**config.mk**
```make
export PLATFORM = sky130hd
export DESIGN_NAME = regfile_wb_arbiter_flat
export DESIGN_NICKNAME = d
export VERILOG_FILES = /design/src/rtl/regfile_wb_arbiter_if.sv /design/src/rtl/regfile_wb_arbiter.sv /design/src/flat_wrapper.sv
export SDC_FILE = /design/constraint.sdc
export NUM_CORES = 1
export LEC_CHECK = 0
export ABC_CLOCK_PERIOD_IN_PS = 3800
export BUFFER_PORTS_ARGS = -buffer_cell sky130_fd_sc_hd__clkbuf_2
export CAP_MARGIN = 20
export CORE_ASPECT_RATIO = 2
export CORE_MARGIN = 3
export CORE_UTILIZATION = 50
export DETAILED_ROUTE_END_ITERATION = 12
export PLACE_DENSITY = 0.9
export SYNTH_ARGS = -nofsm -noshare
export SYNTH_HDL_FRONTEND = slang
export SYNTH_SLANG_ARGS = --single-unit
```
**constraint.sdc**
```tcl
create_clock -name clk -period 3.8 [get_ports clk]
set_clock_uncertainty 0.1 [all_clocks]
set_input_delay 0.38 -clock clk [delete_from_list [all_inputs] [get_ports clk]]
set_output_delay 0.38 -clock clk [all_outputs]
set_load 0.02 [all_outputs]
```
**src/rtl/regfile_wb_arbiter_if.sv**
```systemverilog
// regfile_wb_arbiter_if: writeback request channels, scoreboard port and register-file write port
interface regfile_wb_arbiter_if #(parameter int XLEN = 32);
   logic            alu_valid, alu_ready;
   logic [4:0]      alu_rd;
   logic [XLEN-1:0] alu_data;
   logic            ld_valid, ld_ready;
   logic [4:0]      ld_rd;
   logic [XLEN-1:0] ld_data;
   logic            lnk_valid, lnk_ready;
   logic [4:0]      lnk_rd;
   logic [XLEN-1:0] lnk_data;
   logic            sb_set, flush;
   logic [4:0]      sb_rd, rs1, rs2;
   logic            rs1_busy, rs2_busy;
   logic            wr_en;
   logic [4:0]      wr_addr;
   logic [XLEN-1:0] wr_data;
   modport master (
      output alu_valid, alu_rd, alu_data, ld_valid, ld_rd, ld_data,
             lnk_valid, lnk_rd, lnk_data, sb_set, sb_rd, rs1, rs2, flush,
      input  alu_ready, ld_ready, lnk_ready, rs1_busy, rs2_busy, wr_en, wr_addr, wr_data
   );
   modport slave (
      input  alu_valid, alu_rd, alu_data, ld_valid, ld_rd, ld_data,
             lnk_valid, lnk_rd, lnk_data, sb_set, sb_rd, rs1, rs2, flush,
      output alu_ready, ld_ready, lnk_ready, rs1_busy, rs2_busy, wr_en, wr_addr, wr_data
   );
endinterface

```
**src/rtl/regfile_wb_arbiter.sv**
```systemverilog
// regfile_wb_arbiter: aging fixed-priority writeback arbiter with registered write port and RAW scoreboard
module regfile_wb_arbiter #(
   parameter int MAX_WAIT = 4,
   parameter int XLEN     = 32
) (
   input logic              clk,
   input logic              reset_n,
   regfile_wb_arbiter_if.slave bus
);
   localparam logic [3:0] MW = 4'(MAX_WAIT);
   logic [2:0]      vld, aged, pick, gnt;
   logic [3:0]      wc [3];
   logic [4:0]      sel_rd;
   logic [XLEN-1:0] sel_data;
   logic [31:0]     pending, pend_nxt;
   logic            wr;
   // index order ld=0, lnk=1, alu=2 doubles as base priority
   always_comb begin
      vld = {bus.alu_valid, bus.lnk_valid, bus.ld_valid};
      for (int i = 0; i < 3; i++) aged[i] = vld[i] && wc[i] == MW;
      pick = |aged ? aged : vld;
      gnt = pick[0] ? 3'b001 : pick[1] ? 3'b010 : pick[2] ? 3'b100 : 3'b000;
      sel_rd = gnt[0] ? bus.ld_rd : gnt[1] ? bus.lnk_rd : bus.alu_rd;
      sel_data = gnt[0] ? bus.ld_data : gnt[1] ? bus.lnk_data : bus.alu_data;
      wr = |gnt && sel_rd != 5'd0;
      pend_nxt = pending;
      if (bus.wr_en) pend_nxt[bus.wr_addr] = 1'b0;
      if (bus.sb_set) pend_nxt[bus.sb_rd] = 1'b1;
      pend_nxt[0] = 1'b0;
      if (bus.flush) pend_nxt = '0;
   end
   assign bus.ld_ready  = gnt[0] & reset_n;
   assign bus.lnk_ready = gnt[1] & reset_n;
   assign bus.alu_ready = gnt[2] & reset_n;
   assign bus.rs1_busy  = pending[bus.rs1];
   assign bus.rs2_busy  = pending[bus.rs2];
   always_ff @(posedge clk or negedge reset_n) begin
      if (!reset_n) begin
         bus.wr_en   <= 1'b0;
         bus.wr_addr <= '0;
         bus.wr_data <= '0;
         pending     <= '0;
         for (int i = 0; i < 3; i++) wc[i] <= '0;
      end else begin
         bus.wr_en <= wr;
         if (wr) begin
            bus.wr_addr <= sel_rd;
            bus.wr_data <= sel_data;
         end
         pending <= pend_nxt;
         for (int i = 0; i < 3; i++)
            wc[i] <= (bus.flush || !vld[i] || gnt[i]) ? 4'd0 : wc[i] == MW ? wc[i] : wc[i] + 4'd1;
      end
   end
endmodule

```
**src/flat_wrapper.sv**
```systemverilog
// flat-port wrapper written by rule: the top's interface ports become plain ports
module regfile_wb_arbiter_flat 
#(
   parameter int MAX_WAIT = 4,
   parameter int XLEN     = 32
)
  (clk, reset_n, bus_alu_valid, bus_alu_rd, bus_alu_data, bus_ld_valid, bus_ld_rd, bus_ld_data, bus_lnk_valid, bus_lnk_rd, bus_lnk_data, bus_sb_set, bus_sb_rd, bus_rs1, bus_rs2, bus_flush, bus_alu_ready, bus_ld_ready, bus_lnk_ready, bus_rs1_busy, bus_rs2_busy, bus_wr_en, bus_wr_addr, bus_wr_data);
  regfile_wb_arbiter_if #(.XLEN(XLEN)) bus_i ();
  input logic clk;
  input logic reset_n;
  input wire logic [$bits(bus_i.alu_valid)-1:0] bus_alu_valid;
  input wire logic [$bits(bus_i.alu_rd)-1:0] bus_alu_rd;
  input wire logic [$bits(bus_i.alu_data)-1:0] bus_alu_data;
  input wire logic [$bits(bus_i.ld_valid)-1:0] bus_ld_valid;
  input wire logic [$bits(bus_i.ld_rd)-1:0] bus_ld_rd;
  input wire logic [$bits(bus_i.ld_data)-1:0] bus_ld_data;
  input wire logic [$bits(bus_i.lnk_valid)-1:0] bus_lnk_valid;
  input wire logic [$bits(bus_i.lnk_rd)-1:0] bus_lnk_rd;
  input wire logic [$bits(bus_i.lnk_data)-1:0] bus_lnk_data;
  input wire logic [$bits(bus_i.sb_set)-1:0] bus_sb_set;
  input wire logic [$bits(bus_i.sb_rd)-1:0] bus_sb_rd;
  input wire logic [$bits(bus_i.rs1)-1:0] bus_rs1;
  input wire logic [$bits(bus_i.rs2)-1:0] bus_rs2;
  input wire logic [$bits(bus_i.flush)-1:0] bus_flush;
  output wire logic [$bits(bus_i.alu_ready)-1:0] bus_alu_ready;
  output wire logic [$bits(bus_i.ld_ready)-1:0] bus_ld_ready;
  output wire logic [$bits(bus_i.lnk_ready)-1:0] bus_lnk_ready;
  output wire logic [$bits(bus_i.rs1_busy)-1:0] bus_rs1_busy;
  output wire logic [$bits(bus_i.rs2_busy)-1:0] bus_rs2_busy;
  output wire logic [$bits(bus_i.wr_en)-1:0] bus_wr_en;
  output wire logic [$bits(bus_i.wr_addr)-1:0] bus_wr_addr;
  output wire logic [$bits(bus_i.wr_data)-1:0] bus_wr_data;
  assign bus_i.alu_valid = bus_alu_valid;
  assign bus_i.alu_rd = bus_alu_rd;
  assign bus_i.alu_data = bus_alu_data;
  assign bus_i.ld_valid = bus_ld_valid;
  assign bus_i.ld_rd = bus_ld_rd;
  assign bus_i.ld_data = bus_ld_data;
  assign bus_i.lnk_valid = bus_lnk_valid;
  assign bus_i.lnk_rd = bus_lnk_rd;
  assign bus_i.lnk_data = bus_lnk_data;
  assign bus_i.sb_set = bus_sb_set;
  assign bus_i.sb_rd = bus_sb_rd;
  assign bus_i.rs1 = bus_rs1;
  assign bus_i.rs2 = bus_rs2;
  assign bus_i.flush = bus_flush;
  assign bus_alu_ready = bus_i.alu_ready;
  assign bus_ld_ready = bus_i.ld_ready;
  assign bus_lnk_ready = bus_i.lnk_ready;
  assign bus_rs1_busy = bus_i.rs1_busy;
  assign bus_rs2_busy = bus_i.rs2_busy;
  assign bus_wr_en = bus_i.wr_en;
  assign bus_wr_addr = bus_i.wr_addr;
  assign bus_wr_data = bus_i.wr_data;
  regfile_wb_arbiter #(.MAX_WAIT(MAX_WAIT), .XLEN(XLEN)) u_core (.clk(clk), .reset_n(reset_n), .bus(bus_i));
endmodule
```
==> results by group <==
Yosys
  – Count of cell types in the netlist: 42
  – Synth async-reset ratio: 1.00
  – Syn_nets: 620
  – Synth Flop Type: dfrtp_1
  – Instance count of the mapped netlist: 481
  – Share of the synthesized area in the top cell type: 0.410
  – Synthesized flop and latch total: 81
  – Synth area leader: dfrtp_1
  – Post-synthesis sequential area ratio: 0.410
  – Synthesized area: 0.00495 mm²
  – Synth Warn #: 0
  – Top cells by area, synth: dfrtp_1 41%, mux4_2 8.2%, mux2_4 7.9%
  – Synth Area per Inst: 10.3 µm²
  – Post-synth EDFFs: 0

Clock tree
  – CTS tree: built
  – TritonCTS buffer count: 9
  – Clk root buf: clkbuf_16
  – Postcts setup bufs: 0
  – Clock Latency Late Sink: 340 ps
  – Sink Count: 81
  – Clock slew at reported path FFs: 60 ps
  – # H-tree levels: 3
  – CTS max path bufs: 2
  – Number of gates resized after cts: 0

Min path
  – Hold Path Depth: 4
  – WHS Endpoint: u_core.bus.wr_data[6]$_DFFE_PN0P_
  – Worst Min Path Start: bus_ld_data[6]
  – Hold crit path type: in2reg

Die
  – Die area: 0.0112 mm²
  – Initial Util: 0.520
  – I/O pins: 176
  – Core Rows: 50
  – Core area: 0.00951 mm²
  – Die Ht: 147 µm
  – Die Width: 76.3 µm

Setup path
  – Worst Path Max Fanout: 47
  – WP data required: 3920 ps
  – Crit path DAT: 3280 ps
  – R2R depth: 9
  – FF-to-FF Start: u_core.wc[4]$_DFFE_PN0P_
  – Reg2Reg Setup Slack: 630 ps
  – R2R Path End: u_core.bus.wr_data[31]$_DFFE_PN0P_
  – CP startpoint kind: flop
  – Crit path kind: reg2reg
  – Critical path capture point type: flop
  – CP startpoint: u_core.wc[4]$_DFFE_PN0P_

Timing
  – Unrepaired setup endpoints after global routing: false
  – Max Slew Vio Count: 0
  – Relative slew slack: 0.487
  – Final TNS setup: 0 ps
  – Hold Fails Final Rpt: 0
  – Crit share post-route: 0.833
  – Final setup fails: 0
  – Fin crit period: 3170 ps
  – Tightest Pin Transition: 767 ps
  – Achievable frequency: 316 MHz
  – Hold slack: 278 ps

Routing
  – Detailed Route Iter0 Violations: 388
  – Antenna Nets Post-Route: 0
  – Drt via density: 5.82
  – Pre-Repair DR Iteration Count: 5
  – # DRC: 0
  – WL per Instance: 18.2 µm
  – Routed vias: 4,543
  – Total Wirelength: 14.2 mm

Global routing
  – GRT Total Usage: 0.255
  – Pin count of the biggest net entering global routing: 48
  – First-pass GRT wire length: 22.8 mm
  – Number of global-route vias before repair: 4,720
  – Initial antenna violation count: 0
  – Global route total overflow: 0

Run status
  – Status: completed

Pwr
  – VDD IR-drop max: 0.000327 V
  – Pwr per Cell Area: 383 mW/mm²
  – Total Power: 0.00238 W
  – Pleak: 2.99 nW

Placement
  – Dpl hpwl: 10.9 mm
  – Gp weighted congestion: 0.959
  – IO buf count: 175

Layout
  – # diodes: 0
  – Nets: 784
  – Share of layout cells above drive strength 1: 0.398
  – Layout area overhead: 25.8%
  – Finished Core Util: 0.654

Flow run
  – Max Cap Viol: 0
## per-stage QoR
step / instances / setup WS, ps / instance area, µm²
2_1_floorplan: 481 / 829 / 4950
3_3_place_gp: 762 / 818 / 5880
3_5_place_dp: 762 / 672 / 5880
4_1_cts: 779 / 649 / 6210
5_1_grt: 780 / 442 / 6220
6_report: 780 / 635 / 6220
## power by group
group | internal [W] | total [W] | switching, W
sequential | 0.000918 | 0.000969 | 0.0000518
clock | 0.000595 | 0.000934 | 0.000339
combinational | 0.000212 | 0.000479 | 0.000267
## synth_stat cells, types with 5 or more instances
library cell and count:
nand3_1 5, ha_1 6, mux4_2 18, nand3b_1 7, o21ai_0 69, mux2_4 26, mux2_2 10, nand2_1 74
dfrtp_1 81, mux2i_1 33, inv_1 11, a21oi_1 41, xnor2_1 5, a22o_1 5, nor2_1 21, clkbuf_1 23
## worst max-delay path by stage
stage	end	slack, ps	depth (start not counted)
floorplan	u_core.bus.wr_data[0]$_DFFE_PN0P_	830	11
global placement	u_core.bus.wr_data[24]$_DFFE_PN0P_	820	10
detailed placement	u_core.bus.wr_data[24]$_DFFE_PN0P_	670	9
CTS	u_core.bus.wr_data[31]$_DFFE_PN0P_	650	9
global route	u_core.bus.wr_data[31]$_DFFE_PN0P_	440	9
finish	u_core.bus.wr_data[31]$_DFFE_PN0P_	630	9
## state kept, by name, summed over array words and instances (netlist names)
| name | cells |
|---|---|
| u_core.bus.wr_en | 1 |
| u_core.bus.wr_data | 32 |
| u_core.wc | 12 |
| u_core.bus.wr_addr | 5 |
| u_core.pending | 31 |
## placed cells by master, fill, tap and decap left out, types with 5 or more instances in the layout
cell type | Yosys | layout
clkbuf_2 | 0 | 174
dfrtp_1 | 81 | 81
nand2_1 | 74 | 73
o21ai_0 | 69 | 69
a21oi_1 | 41 | 41
mux2i_1 | 33 | 33
mux2_4 | 26 | 26
nor2_1 | 21 | 21
mux4_2 | 18 | 18
inv_1 | 11 | 11
mux2_2 | 10 | 10
clkbuf_16 | 0 | 9
nand3b_1 | 7 | 7
ha_1 | 6 | 6
nand3_1 | 5 | 5
a22o_1 | 5 | 5
xnor2_1 | 5 | 5
buf_4 | 0 | 5
## metal layers
layer / track usage / vias up / wire, µm
met4: 0.132 / 0 / 575
li1: - / 2061 / -
met2: 0.463 / 272 / 7670
met5: 0 / - / 0
met1: 0.276 / 2147 / 4890
met3: 0.0512 / 63 / 1060
## repair_timing
item,CTS,global route
endpoints found under the setup margin,0,0
hold buffers,1,0
hold endpoints to repair,36,0
## final cells by class
type	instances	area, µm²
Inverter	11	41.3
Sequential cell	81	2030
Timing Repair Buffer	182	946
Multi-Input combinational cell	360	2720
Fill cell	759	3290
Clock inverter	4	76.3
Clock buffer	12	246
Tap cell	130	163
## kinds of logic after synthesis
family | count (synthesis) | share of synthesized area
AO/OA/AOI/OAI | 128 | 0.144
XOR/XNOR | 6 | 0.0106
adder cells (fa/ha/maj) | 6 | 0.0152
buffers and inverters | 40 | 0.0422
flip-flops | 81 | 0.410
multiplexers | 87 | 0.250
AND/OR/NAND/NOR | 133 | 0.128
## worst max-delay path, stage by stage, from the launching register on
cell     delay [ps]
dfrtp_1         410
inv_1            80
ha_1            240
and4b_4         240
o31ai_4         330
buf_4           410
o21ai_0         330
o21ai_4         250
buf_12          260
mux2_2          360
Note: power is estimated with default switching activity, not from simulation.
